File: src/rtl/fadd_ctrl_pkg.sv
// rtl/fadd_ctrl_pkg.sv - shared widths and types for the FADD issue controller
package fadd_ctrl_pkg;

    localparam int FP_W      = 32;
    localparam int FFLAGS_W  = 5;
    localparam int RM_W      = 3;
    // Tag field width held in the tracker; the top-level TAG_W must not exceed it.
    localparam int TRK_TAG_W = 8;

    typedef enum logic {
        SRC0 = 1'b0,
        SRC1 = 1'b1
    } src_e;

    typedef struct packed {
        logic                 valid;
        src_e                 src;
        logic [TRK_TAG_W-1:0] tag;
        logic                 killed;
    } trk_entry_t;

    function automatic src_e other_src(input src_e s);
        return (s == SRC0) ? SRC1 : SRC0;
    endfunction

endpackage

File: src/rtl/fadd_rsp_fifo.sv
// rtl/fadd_rsp_fifo.sv - synchronous response FIFO with flush and occupancy count
module fadd_rsp_fifo #(
    parameter  int DEPTH = 4,
    parameter  int WIDTH = 8,
    localparam int CNT_W = $clog2(DEPTH + 1)
) (
    input  logic             clock,
    input  logic             reset_n,
    input  logic             flush,
    input  logic             push_tvalid,
    input  logic [WIDTH-1:0] push_tdata,
    output logic             pop_tvalid,
    input  logic             pop_tready,
    output logic [WIDTH-1:0] pop_tdata,
    output logic [CNT_W-1:0] count
);

    localparam int PTR_W = (DEPTH > 1) ? $clog2(DEPTH) : 1;

    logic [WIDTH-1:0] mem [DEPTH];
    logic [PTR_W-1:0] wr_ptr;
    logic [PTR_W-1:0] rd_ptr;
    logic             push;
    logic             pop;

    function automatic logic [PTR_W-1:0] ptr_next(input logic [PTR_W-1:0] p);
        return (p == PTR_W'(DEPTH - 1)) ? '0 : p + PTR_W'(1);
    endfunction

    assign pop_tvalid = (count != '0);
    assign pop_tdata  = mem[rd_ptr];
    assign push       = push_tvalid && !flush;
    assign pop        = pop_tvalid && pop_tready && !flush;

    always_ff @(posedge clock) begin
        if (push) begin
            mem[wr_ptr] <= push_tdata;
        end
    end

    always_ff @(posedge clock or negedge reset_n) begin
        if (!reset_n) begin
            wr_ptr <= '0;
            rd_ptr <= '0;
            count  <= '0;
        end else if (flush) begin
            wr_ptr <= '0;
            rd_ptr <= '0;
            count  <= '0;
        end else begin
            if (push) begin
                wr_ptr <= ptr_next(wr_ptr);
            end
            if (pop) begin
                rd_ptr <= ptr_next(rd_ptr);
            end
            case ({push, pop})
                2'b10:   count <= count + CNT_W'(1);
                2'b01:   count <= count - CNT_W'(1);
                default: count <= count;
            endcase
        end
    end

endmodule

File: src/rtl/fadd_issue_ctrl.sv
// rtl/fadd_issue_ctrl.sv - two-port round-robin issue controller for a shared pipelined FP32 adder
module fadd_issue_ctrl
    import fadd_ctrl_pkg::*;
#(
    parameter int LATENCY   = 3,
    parameter int TAG_W     = 8,
    parameter int RSP_DEPTH = 4
) (
    input  logic                clock,
    input  logic                reset_n,
    input  logic                flush,

    input  logic                req0_valid,
    output logic                req0_ready,
    input  logic [FP_W-1:0]     req0_a,
    input  logic [FP_W-1:0]     req0_b,
    input  logic [RM_W-1:0]     req0_rm,
    input  logic [TAG_W-1:0]    req0_tag,

    input  logic                req1_valid,
    output logic                req1_ready,
    input  logic [FP_W-1:0]     req1_a,
    input  logic [FP_W-1:0]     req1_b,
    input  logic [RM_W-1:0]     req1_rm,
    input  logic [TAG_W-1:0]    req1_tag,

    output logic                fadd_in_valid,
    output logic [FP_W-1:0]     fadd_in_a,
    output logic [FP_W-1:0]     fadd_in_b,
    output logic [RM_W-1:0]     fadd_in_rm,
    input  logic                fadd_out_valid,
    input  logic [FP_W-1:0]     fadd_out_result,
    input  logic [FFLAGS_W-1:0] fadd_out_fflags,

    output logic                rsp0_valid,
    input  logic                rsp0_ready,
    output logic [FP_W-1:0]     rsp0_result,
    output logic [FFLAGS_W-1:0] rsp0_fflags,
    output logic [TAG_W-1:0]    rsp0_tag,

    output logic                rsp1_valid,
    input  logic                rsp1_ready,
    output logic [FP_W-1:0]     rsp1_result,
    output logic [FFLAGS_W-1:0] rsp1_fflags,
    output logic [TAG_W-1:0]    rsp1_tag,

    output logic                err_latency
);

    localparam int CNT_W = $clog2(RSP_DEPTH + 1);
    localparam int RSP_W = FFLAGS_W + TAG_W + FP_W;

    logic [1:0]       req_valid;
    logic [1:0]       rsp_ready;
    logic [1:0]       rsp_valid;
    logic [1:0]       pop;
    logic [1:0]       elig;
    logic [1:0]       grant;
    logic [1:0]       push;
    logic [1:0]       dec;
    logic [CNT_W-1:0] fifo_cnt [2];
    logic [CNT_W-1:0] inflight [2];
    logic [CNT_W-1:0] cnt_eff  [2];
    logic [RSP_W-1:0] push_data;
    logic [RSP_W-1:0] rsp_data0;
    logic [RSP_W-1:0] rsp_data1;

    src_e             rr;
    src_e             gsrc;
    trk_entry_t       trk [LATENCY+1];
    trk_entry_t       new_entry;
    trk_entry_t       head;
    logic             head_live;

    assign req_valid  = {req1_valid, req0_valid};
    assign rsp_ready  = {rsp1_ready, rsp0_ready};
    assign rsp_valid  = {rsp1_valid, rsp0_valid};
    assign pop        = rsp_valid & rsp_ready;
    assign req0_ready = grant[0];
    assign req1_ready = grant[1];

    // A pop this cycle returns its credit immediately, so it is subtracted before the compare.
    always_comb begin
        elig = '0;
        for (int i = 0; i < 2; i++) begin
            cnt_eff[i] = fifo_cnt[i] + inflight[i] - CNT_W'(pop[i]);
            elig[i]    = req_valid[i] && (cnt_eff[i] < CNT_W'(RSP_DEPTH)) && !flush && reset_n;
        end
    end

    always_comb begin
        grant = elig;
        if (elig == 2'b11) begin
            grant = (rr == SRC0) ? 2'b01 : 2'b10;
        end
        gsrc = grant[1] ? SRC1 : SRC0;
    end

    always_comb begin
        new_entry        = '0;
        new_entry.valid  = |grant;
        new_entry.src    = gsrc;
        new_entry.tag    = grant[1] ? TRK_TAG_W'(req1_tag) : TRK_TAG_W'(req0_tag);
        new_entry.killed = 1'b0;
    end

    always_ff @(posedge clock or negedge reset_n) begin
        if (!reset_n) begin
            fadd_in_valid <= 1'b0;
            fadd_in_a     <= '0;
            fadd_in_b     <= '0;
            fadd_in_rm    <= '0;
            rr            <= SRC0;
        end else begin
            fadd_in_valid <= |grant;
            if (|grant) begin
                fadd_in_a  <= grant[1] ? req1_a  : req0_a;
                fadd_in_b  <= grant[1] ? req1_b  : req0_b;
                fadd_in_rm <= grant[1] ? req1_rm : req0_rm;
                rr         <= other_src(gsrc);
            end
        end
    end

    // Stage 0 is loaded with the issue, so stage LATENCY lines up with the adder output.
    always_ff @(posedge clock or negedge reset_n) begin
        if (!reset_n) begin
            for (int i = 0; i <= LATENCY; i++) begin
                trk[i] <= '0;
            end
        end else begin
            trk[0] <= new_entry;
            for (int i = 1; i <= LATENCY; i++) begin
                trk[i] <= trk[i-1];
                if (flush) begin
                    trk[i].killed <= 1'b1;
                end
            end
        end
    end

    assign head      = trk[LATENCY];
    assign head_live = head.valid && !head.killed;

    always_comb begin
        push = '0;
        dec  = '0;
        for (int i = 0; i < 2; i++) begin
            dec[i]  = head_live && (head.src == src_e'(i));
            push[i] = dec[i] && fadd_out_valid && !flush;
        end
    end

    // Killed entries leave without touching inflight, which the flush already zeroed.
    always_ff @(posedge clock or negedge reset_n) begin
        if (!reset_n) begin
            inflight[0] <= '0;
            inflight[1] <= '0;
            err_latency <= 1'b0;
        end else begin
            if (fadd_out_valid != head.valid) begin
                err_latency <= 1'b1;
            end
            for (int i = 0; i < 2; i++) begin
                if (flush) begin
                    inflight[i] <= '0;
                end else begin
                    case ({grant[i], dec[i]})
                        2'b10:   inflight[i] <= inflight[i] + CNT_W'(1);
                        2'b01:   inflight[i] <= inflight[i] - CNT_W'(1);
                        default: inflight[i] <= inflight[i];
                    endcase
                end
            end
        end
    end

    assign push_data = {fadd_out_fflags, TAG_W'(head.tag), fadd_out_result};

    fadd_rsp_fifo #(
        .DEPTH (RSP_DEPTH),
        .WIDTH (RSP_W)
    ) u_rsp_fifo0 (
        .clock       (clock),
        .reset_n     (reset_n),
        .flush       (flush),
        .push_tvalid (push[0]),
        .push_tdata  (push_data),
        .pop_tvalid  (rsp0_valid),
        .pop_tready  (rsp0_ready),
        .pop_tdata   (rsp_data0),
        .count       (fifo_cnt[0])
    );

    fadd_rsp_fifo #(
        .DEPTH (RSP_DEPTH),
        .WIDTH (RSP_W)
    ) u_rsp_fifo1 (
        .clock       (clock),
        .reset_n     (reset_n),
        .flush       (flush),
        .push_tvalid (push[1]),
        .push_tdata  (push_data),
        .pop_tvalid  (rsp1_valid),
        .pop_tready  (rsp1_ready),
        .pop_tdata   (rsp_data1),
        .count       (fifo_cnt[1])
    );

    assign {rsp0_fflags, rsp0_tag, rsp0_result} = rsp_data0;
    assign {rsp1_fflags, rsp1_tag, rsp1_result} = rsp_data1;

endmodule

File: config.mk
export PLATFORM = sky130hd
export DESIGN_NAME = fadd_issue_ctrl
export DESIGN_NICKNAME = d
export VERILOG_FILES = /design/src/rtl/fadd_ctrl_pkg.sv /design/src/rtl/fadd_rsp_fifo.sv /design/src/rtl/fadd_issue_ctrl.sv
export SDC_FILE = /design/constraint.sdc
export NUM_CORES = 1
export LEC_CHECK = 0
export CORE_ASPECT_RATIO = 0.9
export CORE_MARGIN = 2
export CORE_UTILIZATION = 30
export CTS_CLUSTER_SIZE = 10
export DETAILED_ROUTE_END_ITERATION = 16
export PLACE_DENSITY_LB_ADDON = 0.3
export SETUP_SLACK_MARGIN = 0.15
export SLEW_MARGIN = 30
export SYNTH_ARGS = -nofsm -noshare
export SYNTH_HDL_FRONTEND = slang
export SYNTH_SLANG_ARGS = --single-unit
export TNS_END_PERCENT = 50
File: constraint.sdc
create_clock -name clock -period 3.9 [get_ports clock]
set_input_delay 0.39 -clock clock [delete_from_list [all_inputs] [get_ports clock]]
set_output_delay 0.39 -clock clock [all_outputs]
set_load 0.005 [all_outputs]
Word level (Yosys, flattened, before mapping)

Memories as Yosys holds them, arrays and structs flattened.
Cells that the tools add are included.

RAM bits: 360
Word-level logic and storage cells: 131
Bits of input ports: 195
Latch bits: 0
Memory bits (read-only): 0
Output and inout bits: 163
Memories kept: 2
Bits in registers: 132

Shift-type cells: 0
$lt $le $gt $ge: 2
Bitwise logic cells: 2
Multiplexer cells: 35
Equality and inequality tests: 14
Add/sub/neg operators: 16
Multipliers: 0
Reduce and logical (&&, ||, !) cells: 32
Divide/modulo/power cells: 0

Memories:

| name            | words | bits a word | read ports | clocked after Yosys merged registers in | wr ports | RTL line            | text |
|---|---|---|---|---|---|---|---|
| u_rsp_fifo0.mem | 4     | 45          | 1          | 0                                       | 1        | fadd_rsp_fifo.sv:20 | `logic [WIDTH-1:0] mem [DEPTH];` |
| u_rsp_fifo1.mem | 4     | 45          | 1          | 0                                       | 1        | fadd_rsp_fifo.sv:20 |  |

Operators by type and width:

| operator              | number |
|---|---|
| $mux W32              | 2 |
| $mux W2               | 14 |
| $pmux W3 S2           | 4 |
| $logic_and A1 B1 Y1   | 19 |
| $eq A2 B2 Y1 const B  | 9 |
| $reduce_bool A3 Y1    | 6 |
| $mux W3               | 5 |
| $add A3 B1 Y3 const B | 4 |
| $sub A3 B1 Y3 const B | 4 |
| $mux W1               | 9 |
| $add A2 B1 Y2 const B | 4 |
| $eq A2 B1 Y1 const B  | 4 |
| $mux W8               | 1 |
| $reduce_bool A2 Y1    | 4 |
| $add A3 B3 Y3         | 2 |
| $lt A3 B3 Y1 const B  | 2 |
| $sub A3 B1 Y3         | 2 |
| $and A2 B2 Y2         | 1 |
| $logic_not A1 Y1      | 2 |
| $reduce_or A2 Y1      | 1 |
| $ne A1 B1 Y1          | 1 |
| $not A1 Y1            | 1 |

Depth between registers and ports, before layout

Gate-level depths: netlist of the first run.

Depth after elaboration: 12
Depth in mapped cells: 16

Cells and area by module

From an unflattened synthesis of the first run, not the netlist that was laid out.

Cell total of the unflattened synthesis: 1066
Area total of the unflattened synthesis: 19127.1 um^2

By module, submodules not included:

| module                       | area each (um^2) | instances | sequential area each (um^2) | cells each |
|---|---|---|---|---|
| fadd_rsp_fifo at u_rsp_fifo0 | 6989.2           | 1         | 5580.4                      | 283 |
| fadd_rsp_fifo at u_rsp_fifo1 | 6977.9           | 1         | 5580.4                      | 285 |
| fadd_issue_ctrl              | 5159.9           | 1         | 2952.8                      | 498 |

Worst setup path after synthesis of the first run

No wires, ideal clock.

Path type: reg2reg
Start point: register u_rsp_fifo1.count[0]
End point: register inflight[5] in the netlist's numbering
Data required time: 3.775 ns
Path slack: 0.139 ns
Arrival: 3.636 ns
Setup time: 0.125 ns
Cell stages (with the launch flop): 16
Buffers on the path: 1
Cells stage by stage: dfrtp_1 or3_1 nand2_1 inv_1 ha_1 inv_1 ha_1 a31oi_1 xnor2_1 a311oi_4 clkbuf_1 nor2_1 fa_1 and2_1 mux2i_1 mux2_2

Cells in the longest elaborated chain, start to end: 12
Elaborated cells on any way between the ends: 15
Those cells by class: 2 x add/sub; 1 x order compare; 3 x eq/ne; 3 x mux; 1 x bitwise; 5 x reduce/logical

Ends and longest elaborated chain:

| what                                                | RTL line               | text |
|---|---|---|
| from (decl)                                         | fadd_rsp_fifo.sv:15    | `output logic [CNT_W-1:0] count` |
| from (signal assigned)                              | fadd_rsp_fifo.sv:58    | `2'b10: count <= count + CNT_W'(1);` |
| from (signal assigned)                              | fadd_rsp_fifo.sv:59    | `2'b01: count <= count - CNT_W'(1);` |
| from (signal assigned)                              | fadd_rsp_fifo.sv:60    | `default: count <= count;` |
| $reduce_bool A3 Y1 *                                | fadd_rsp_fifo.sv:30    | `assign pop_tvalid = (count != '0);` |
| net rsp1_valid                                      | fadd_issue_ctrl.sv:41  | `output logic rsp1_valid,` |
| $and A2 B2 Y2 *                                     | fadd_issue_ctrl.sv:78  | `assign pop = rsp_valid & rsp_ready;` |
| $sub A3 B1 Y3 *                                     | fadd_issue_ctrl.sv:86  | `cnt_eff[i] = fifo_cnt[i] + inflight[i] - CNT_W'(pop[i]);` |
| $lt A3 B3 Y1 *                                      | fadd_issue_ctrl.sv:87  | `elig[i] = req_valid[i] && (cnt_eff[i] < CNT_W'(RSP_DEPTH)) && !flush && reset_n;` |
| $logic_and A1 B1 Y1 * (3 in series)                 | fadd_issue_ctrl.sv:87  |  |
| $eq A2 B2 Y1 *                                      | fadd_issue_ctrl.sv:93  | `if (elig == 2'b11) begin` |
| $mux W2 *                                           | fadd_issue_ctrl.sv:93  |  |
| net req0_ready                                      | fadd_issue_ctrl.sv:14  | `output logic req0_ready,` |
| $eq A2 B1 Y1 / $eq A2 B2 Y1 (equally long branches) | fadd_issue_ctrl.sv:168 | `case ({grant[i], dec[i]})` |
| $pmux W3 S2                                         | fadd_issue_ctrl.sv:168 |  |
| $mux W3                                             | fadd_issue_ctrl.sv:165 | `if (flush) begin` |
| to (signal, indexed assignment)                     | fadd_issue_ctrl.sv:169 | `2'b10: inflight[i] <= inflight[i] + CNT_W'(1);` |
| to (signal, indexed assignment)                     | fadd_issue_ctrl.sv:170 | `2'b01: inflight[i] <= inflight[i] - CNT_W'(1);` |
| to (signal, indexed assignment)                     | fadd_issue_ctrl.sv:171 | `default: inflight[i] <= inflight[i];` |
| to (decl)                                           | fadd_issue_ctrl.sv:62  | `logic [CNT_W-1:0] inflight [2];` |

The timed path passes the listed nets; every way through them passes the cells marked *.
A chain may end at the register's enable or synchronous reset.

Worst setup path after layout of the first run

Start point: register u_rsp_fifo1.count[0]
End point: output port req0_ready

Cells in the longest elaborated chain, start to end: 9
Elaborated cells on any way between the ends: 10
Those cells by class: 2 x add/sub; 1 x order compare; 1 x eq/ne; 1 x mux; 1 x bitwise; 4 x reduce/logical

Ends and longest elaborated chain:

| what                                                                  | RTL line |
|---|---|
| parallel branches: the longest is 2 deep, another holds $add A3 B3 Y3 | - |
| $sub A3 B1 Y3 *                                                       | fadd_issue_ctrl.sv:86 |
| $lt A3 B3 Y1 *                                                        | fadd_issue_ctrl.sv:87 |
| $logic_and A1 B1 Y1 * (3 in series)                                   | fadd_issue_ctrl.sv:87 |
| $eq A2 B2 Y1 *                                                        | fadd_issue_ctrl.sv:93 |
| $mux W2 *                                                             | fadd_issue_ctrl.sv:93 |
| to (decl)                                                             | fadd_issue_ctrl.sv:14 |

Every way passes the cells marked *.

==> reports/metrics.cfg, run 1 <==
[setup_path]
crit_buf_inv=4
crit_family=buffers and inverters
crit_required_ps=3510
path_class=reg2out
start_kind=flip-flop
end_kind=output port
slowest_stage=dfrtp_2
worstPathArrival_ps=3180
critical-path-max-stage-delay_ps=430
crit_top_cell=ha_1
crit_path_max_fanout=4
crit_chain=or3_4, nand2_4, inv_2, ha_1, inv_1, ha_1, a31oi_4, xnor2_2, buf_4, a311oi_4, clkdlybuf4s15_1

[synthesis]
netlist_area_um2=18930
ys_warn_count=0
synth_seq_cells=492
synth_flop_cell=edfxtp_1
syn_inst=1061
synth_nets=1276
synth.avg_cell_area_um2=17.84
async_flop_share_pct=26.83
synth_edf_count=360
ys_seq_area_share_pct=74.55
ys_types=35

[placed_design]
dp_worst_setup_slack_ps=251.2
dpl.hpwl_um=29940
place_congestion=0.8155
port_buffers=357

[finish]
post-route-util_pct=40.91
n_fill_cell=5698
final_common_cell=edfxtp_1
layout-drive-gt1-share_pct=16.00
syn2layout_area_growth_pct=35.04
most-common-layout-cells=edfxtp_1 (360), clkdlybuf4s50_1 (354), inv_1 (218)
layout.nets=1685

[timing]
finalHoldViolations=0
rsz0062_at_grt=false
tightest_slew_ps=842.8
setup_slack_ps=327.1
max_freq_mhz=279.9
slew_headroom_pct=43.81
fin_crit_sh_pct=91.61
setup_viol=0
maxSlewViolCount=0
skew_ps=19.52
period_needed_ps=3573

[global_routing]
grt_pass1_wl_um=70390
grt-ovfl-total=0
grtUsageTotal_pct=14.54
antenna_found_initial=5
first_global_vias=11290
grt_max_degree=71

[floorplan]
dieArea_um2=65130
die_x_um=268.8
start_util_pct=30.30
pin_count=358
core_um2=62480
num_rows=87
chipHeight_um=242.3

[power_and_ir_drop]
p_per_area_nw_per_um2=574.6
ir_worst_vdd_v=0.0003425
switching_share_pct=25.29
p_comb_share_pct=22.8
clockPowerShare_pct=33.2
p_sw_w=0.003716
power_leakage_nw=9.527
seq_power_share_pct=44.0
p_total_w=0.01469
internal_power_w=0.01097

[clock_network]
cts_tree=done
clk_latency_ps=610
clk_pin_slew_ps=60
cts-root-buf=clkbuf_16
clk_path_buf_depth=3
h-tree-depth=2
numClockSinks=492
cts_buffers=57

[flow_run]
maxCapViolCount=0

[routing]
vias=10720
viasPerCell=4.581
drc=0
wl_um=47490
drt_iter0_markers=863
firstDrtPassIters=12
antenna_left=0
wl_per_cell_um=20.29

[run_status]
status=complete, no violations

[worst_hold_path]
hold_class=in2reg

## power by group through the flow
stage	combinational, W	sequential, W	clock, W
final	0.00335	0.00646	0.00488
after global routing	0.00362	0.00653	0.00526
after CTS	0.00324	0.00648	0.00505
after detailed placement	0.00319	0.00656	0
after global placement	0.00317	0.00656	0
after floorplan	0.00145	0.00643	0
## final timing paths
path | slack [ps] | depth (start not counted) | from | end
min | 330 | 3 | req1_a[31] | fadd_in_a[31]
max in group asynchronous | 2350 | 5 | reset_n | head[1]
max reg2reg | 350 | 13 | u_rsp_fifo1.count[0] | fadd_in_a[10]
min reg2reg | 340 | 0 | trk[31] | trk[20]
min in group asynchronous | 450 | 3 | reset_n | fadd_in_b[17]
max | 330 | 11 | u_rsp_fifo1.count[0] | req0_ready
## tightest hold or removal path: cells and delay by family
| family | cells | cell delay (ps) |
|---|---|---|
| buf+inv | 2 | 440 |
| compound gates | 1 | 60 |
## sequential cells by signal, indices dropped and copies added (netlist names)
| signal | flops |
|---|---|
| err_latency | 1 |
| fadd_in_a | 32 |
| fadd_in_b | 32 |
| fadd_in_rm | 3 |
| head | 11 |
| inflight | 6 |
| rr | 1 |
| trk | 32 |
| u_rsp_fifo0.count | 3 |
| u_rsp_fifo0.mem | 180 |
| u_rsp_fifo0.rd_ptr | 2 |
| u_rsp_fifo0.wr_ptr | 2 |
| u_rsp_fifo1.count | 3 |
| u_rsp_fifo1.mem | 180 |
| u_rsp_fifo1.rd_ptr | 2 |
| u_rsp_fifo1.wr_ptr | 2 |
## Yosys cell counts (2+ instances only)
| cell | instances | area share [%] |
|---|---|---|
| or3_1 | 2 | 0.066 |
| xor2_1 | 4 | 0.19 |
| mux2i_1 | 6 | 0.32 |
| nand2_1 | 16 | 0.32 |
| nand2b_1 | 5 | 0.17 |
| fa_1 | 4 | 0.42 |
| nor2_1 | 23 | 0.46 |
| dfrtp_1 | 132 | 17 |
| nand3_1 | 3 | 0.079 |
| and2_1 | 12 | 0.40 |
| mux2_2 | 12 | 0.71 |
| buf_2 | 9 | 0.24 |
| ha_1 | 16 | 1.1 |
| nor2b_1 | 5 | 0.17 |
| xnor2_1 | 9 | 0.42 |
| or2_2 | 3 | 0.099 |
| nor3_1 | 5 | 0.13 |
| a31oi_1 | 2 | 0.066 |
| buf_1 | 9 | 0.18 |
| buf_6 | 2 | 0.12 |
| edfxtp_1 | 360 | 57 |
| a21oi_1 | 10 | 0.26 |
| mux4_2 | 90 | 11 |
| clkbuf_1 | 26 | 0.52 |
| inv_1 | 220 | 4.4 |
| a222oi_1 | 67 | 3.5 |
## timing repair
item,CTS,global route
setup endpoints to repair,2,34
setup buffers,1,14
endpoints found under the hold margin,0,69
pin swaps,1,8
resized for setup,4,16
hold buffers,0,1
## cell type report
type | count | area, um^2 | area share (%)
antenna | 1 | 2.502 | 0.009789
clock buffer | 78 | 1587 | 6.206
clock inverter | 5 | 97.59 | 0.3818
inverter | 220 | 825.8 | 3.230
multi-input combinational | 302 | 3882 | 15.19
sequential | 492 | 14120 | 55.25
tap | 845 | 1057 | 4.136
timing repair buffer | 397 | 3986 | 15.59
## routing by layer
metal / up-vias / global-route usage, % / share of wire, %
li1: 4759 / - / -
met1: 5436 / 18.08 / 40
met2: 441 / 24.08 / 49
met3: 78 / 3.985 / 7.8
met4: 6 / 5.507 / 3.3
met5: - / 0 / 0.097
## cell families (layout without fill, tap and decap cells)
group / after synthesis / in the layout / synth area share (%)
buf+inv: 267 / 700 / 5.453
compound gates: 83 / 83 / 4.124
xor+xnor: 13 / 13 / 0.6015
simple gates: 78 / 78 / 2.049
mux: 108 / 108 / 11.74
flops: 492 / 492 / 74.55
other cells: 0 / 1 / 0
fa+ha+maj: 20 / 20 / 1.481
## stage by stage
step                hold WS [ps]  cell area, um^2  cells  TNS, ps
floorplan                  94.41            18930   1061        0
global placement           331.9            23640   2239        0
detailed placement         335.5            23640   2239        0
CTS                        13.43            25350   2323   -114.5
global route               316.1            25560   2339        0
finish                     328.6            25560   2340        0
Power figures use the tool's default switching activity.
==> run 2, diff against run 1 <==
Settings changed: CAP_MARGIN from default to 20, GPL_TIMING_DRIVEN from default to 0.
==> run 2 against run 1 <==
Net effect:
- clock power decreased by 4%
- design area increased by 0.37%
- global-route usage increased by 0.86 points
- combinational power increased by 4%
- wire length increased by 5.2%
- core utilization increased by 0.15 points
- largest power group unchanged
- first-iteration DRC count decreased by 12%
- critical endpoint is now inflight[5]
- power decreased by 0.99%
- largest cell class unchanged
- hold slack got worse by 9.8 ps
- flip-flop and latch count unchanged
==> reports/metrics.cfg, run 2 (same netlist as run 1, synthesis figures left out) <==
[finish]
final_common_cell=edfxtp_1
layout.nets=1716  ; +1.8%
final_area_um2=25660  ; +0.37%
largestRegisters=u_rsp_fifo0.mem: 180 flops, u_rsp_fifo1.mem: 180 flops
layout-drive-gt1-share_pct=15.83  ; -0.16 points
instances_no_fill=2368  ; +1.2%
most-common-layout-cells=edfxtp_1 (360), clkdlybuf4s50_1 (354), inv_1 (217)
syn2layout_area_growth_pct=35.54

[power_and_ir_drop]
switching_share_pct=25.76  ; +0.47 points
seq_power_share_pct=43.9  ; about the same
p_sw_w=0.003747  ; +0.85%
power_leakage_nw=9.584  ; +0.60%
p_per_area_nw_per_um2=566.8  ; -1.4%
p_total_w=0.01454  ; -0.99%
ir_worst_vdd_v=0.0002980  ; -13%
clockPowerShare_pct=32.2  ; -1.0 points
p_comb_share_pct=23.9  ; +1.1 points
internal_power_w=0.01080  ; -1.6%

[flow_run]
maxCapViolCount=0  ; unchanged

[clock_network]
cts-root-buf=clkbuf_16
cts_tree=done
numClockSinks=492  ; unchanged
clk_path_buf_depth=3  ; unchanged
clk_latency_ps=610  ; about the same
clk_pin_slew_ps=60  ; about the same
h-tree-depth=2  ; unchanged
cts_buffers=57  ; unchanged

[floorplan]
start_util_pct=30.30  ; unchanged
dieArea_um2=65130  ; unchanged
die_x_um=268.8  ; unchanged
pin_count=358  ; unchanged
num_rows=87  ; unchanged
core_um2=62480  ; unchanged
chipHeight_um=242.3  ; unchanged

[global_routing]
grtUsageTotal_pct=15.40  ; +0.86 points
grt-ovfl-total=0  ; unchanged
grt_max_degree=81  ; +14%
antenna_found_initial=5  ; unchanged
first_global_vias=11850  ; +5.0%
grt_pass1_wl_um=73670  ; +4.7%

[placed_design]
place_congestion=0.8690  ; +6.6%
dpl.hpwl_um=33470  ; +12%
port_buffers=357  ; unchanged
dp_cells=2272  ; +1.5%
postPlaceCellArea_um2=23810  ; +0.70%

[timing]
setup_viol=0  ; unchanged
period_needed_ps=3637  ; +64.39 ps
slew_headroom_pct=48.83  ; +5.0 points
maxSlewViolCount=0  ; unchanged
skew_ps=15.27  ; -4.248 ps
rsz0062_at_grt=true
finalHoldViolations=0  ; unchanged
tightest_slew_ps=767.6  ; -75.23 ps
fin_setup_tns_ps=0  ; unchanged
fin_crit_sh_pct=93.26  ; +1.7 points
max_freq_mhz=274.9  ; -1.8%

[routing]
wl_um=49960  ; +5.2%
drt_iter0_markers=759  ; -12%
firstDrtPassIters=6  ; -6
wl_per_cell_um=21.10  ; +4.0%
antenna_left=0  ; unchanged
viasPerCell=4.616  ; +0.76%
vias=10930  ; +2.0%
drc=0  ; unchanged

[setup_path]
worstPathArrival_ps=4120  ; +940 ps
start_kind=flip-flop
path_class=reg2reg
reg2regPathDepth=16  ; +3
crit_path_max_fanout=9  ; +5
r2r-end=inflight[5]
end_kind=flip-flop
crit_required_ps=4390  ; +880 ps
r2r_start=u_rsp_fifo1.count[0]
regToRegSetupSlack_ps=260  ; -90 ps

[worst_hold_path]
hold_class=in2async

[run_status]
status=complete, no violations

-- run 2: critical path, stage by stage (launching register included) --
cell	delay (ps)
dfrtp_1	380
or3_4	400
nand2_4	70
inv_2	60
ha_1	180
inv_1	50
ha_1	230
a31oi_2	210
xnor2_2	150
a311oi_4	370
clkbuf_8	200
buf_8	140
nor2_1	70
fa_1	370
and2_1	150
mux2i_1	150
mux2_2	350
-- run 2: layer usage --
layer  track usage [%]  vias to the layer above  part of all wire [%]
met4             7.075                        4                   4.5
met1             17.95                     5549                    38
li1                  -                     4828                     -
met3             4.249                      106                   7.5
met2             26.26                      444                    50
met5                 0                        -                 0.046
-- run 2: cell type report --
cell class | count | area (um^2)
well taps | 845 | 1057
clock buffers | 73 | 1508
multi-input cells | 302 | 3890
repair buffers | 381 | 3909
plain buffers | 47 | 264.0
flip-flops and latches | 492 | 14110
fillers | 5760 | 36820
diodes | 1 | 2.502
inverters | 220 | 825.8
clock inverters | 7 | 88.84
-- run 2: power groups by stage --
stage          registers, W  clock network, W  logic [W]
6_report            0.00638           0.00468    0.00348
4_1_cts             0.00638           0.00484    0.00351
3_5_place_dp        0.00648                 0    0.00335
3_3_place_gp        0.00647                 0    0.00332
2_1_floorplan       0.00643                 0    0.00145
5_1_grt             0.00644           0.00504    0.00379
-- run 2: worst max path at each step --
| stage | startpoint | end | cells past startpoint |
|---|---|---|---|
| floorplan | u_rsp_fifo0.count[2] | inflight[2] | 16 |
| global placement | reset_n | inflight[2] | 11 |
| detailed placement | rsp1_ready | inflight[2] | 16 |
| CTS | u_rsp_fifo1.count[0] | inflight[5] | 16 |
| global route | u_rsp_fifo1.count[0] | req0_ready | 12 |
| finish | u_rsp_fifo1.count[0] | inflight[5] | 16 |
-- run 2: repair_timing --
item | CTS | global route
pin swaps | 8 | 7
hold buffers | 1 | 0
setup buffers | 10 | 4
gates resized for setup | 26 | 7
endpoints found under the hold margin | 53 | 0
cloned | 0 | 0
endpoints found under the setup margin | 53 | 3
-- run 2: metrics by stage --
step,util [%],hold slack (ps),setup WS (ps)
final,41.06,318.9,262.7
after global routing,41.06,317.0,132.2
after CTS,40.95,288.3,170.9
after detailed placement,38.10,334.7,-777.5
after global placement,37.71,332.8,-4657
after floorplan,-,94.41,160.3
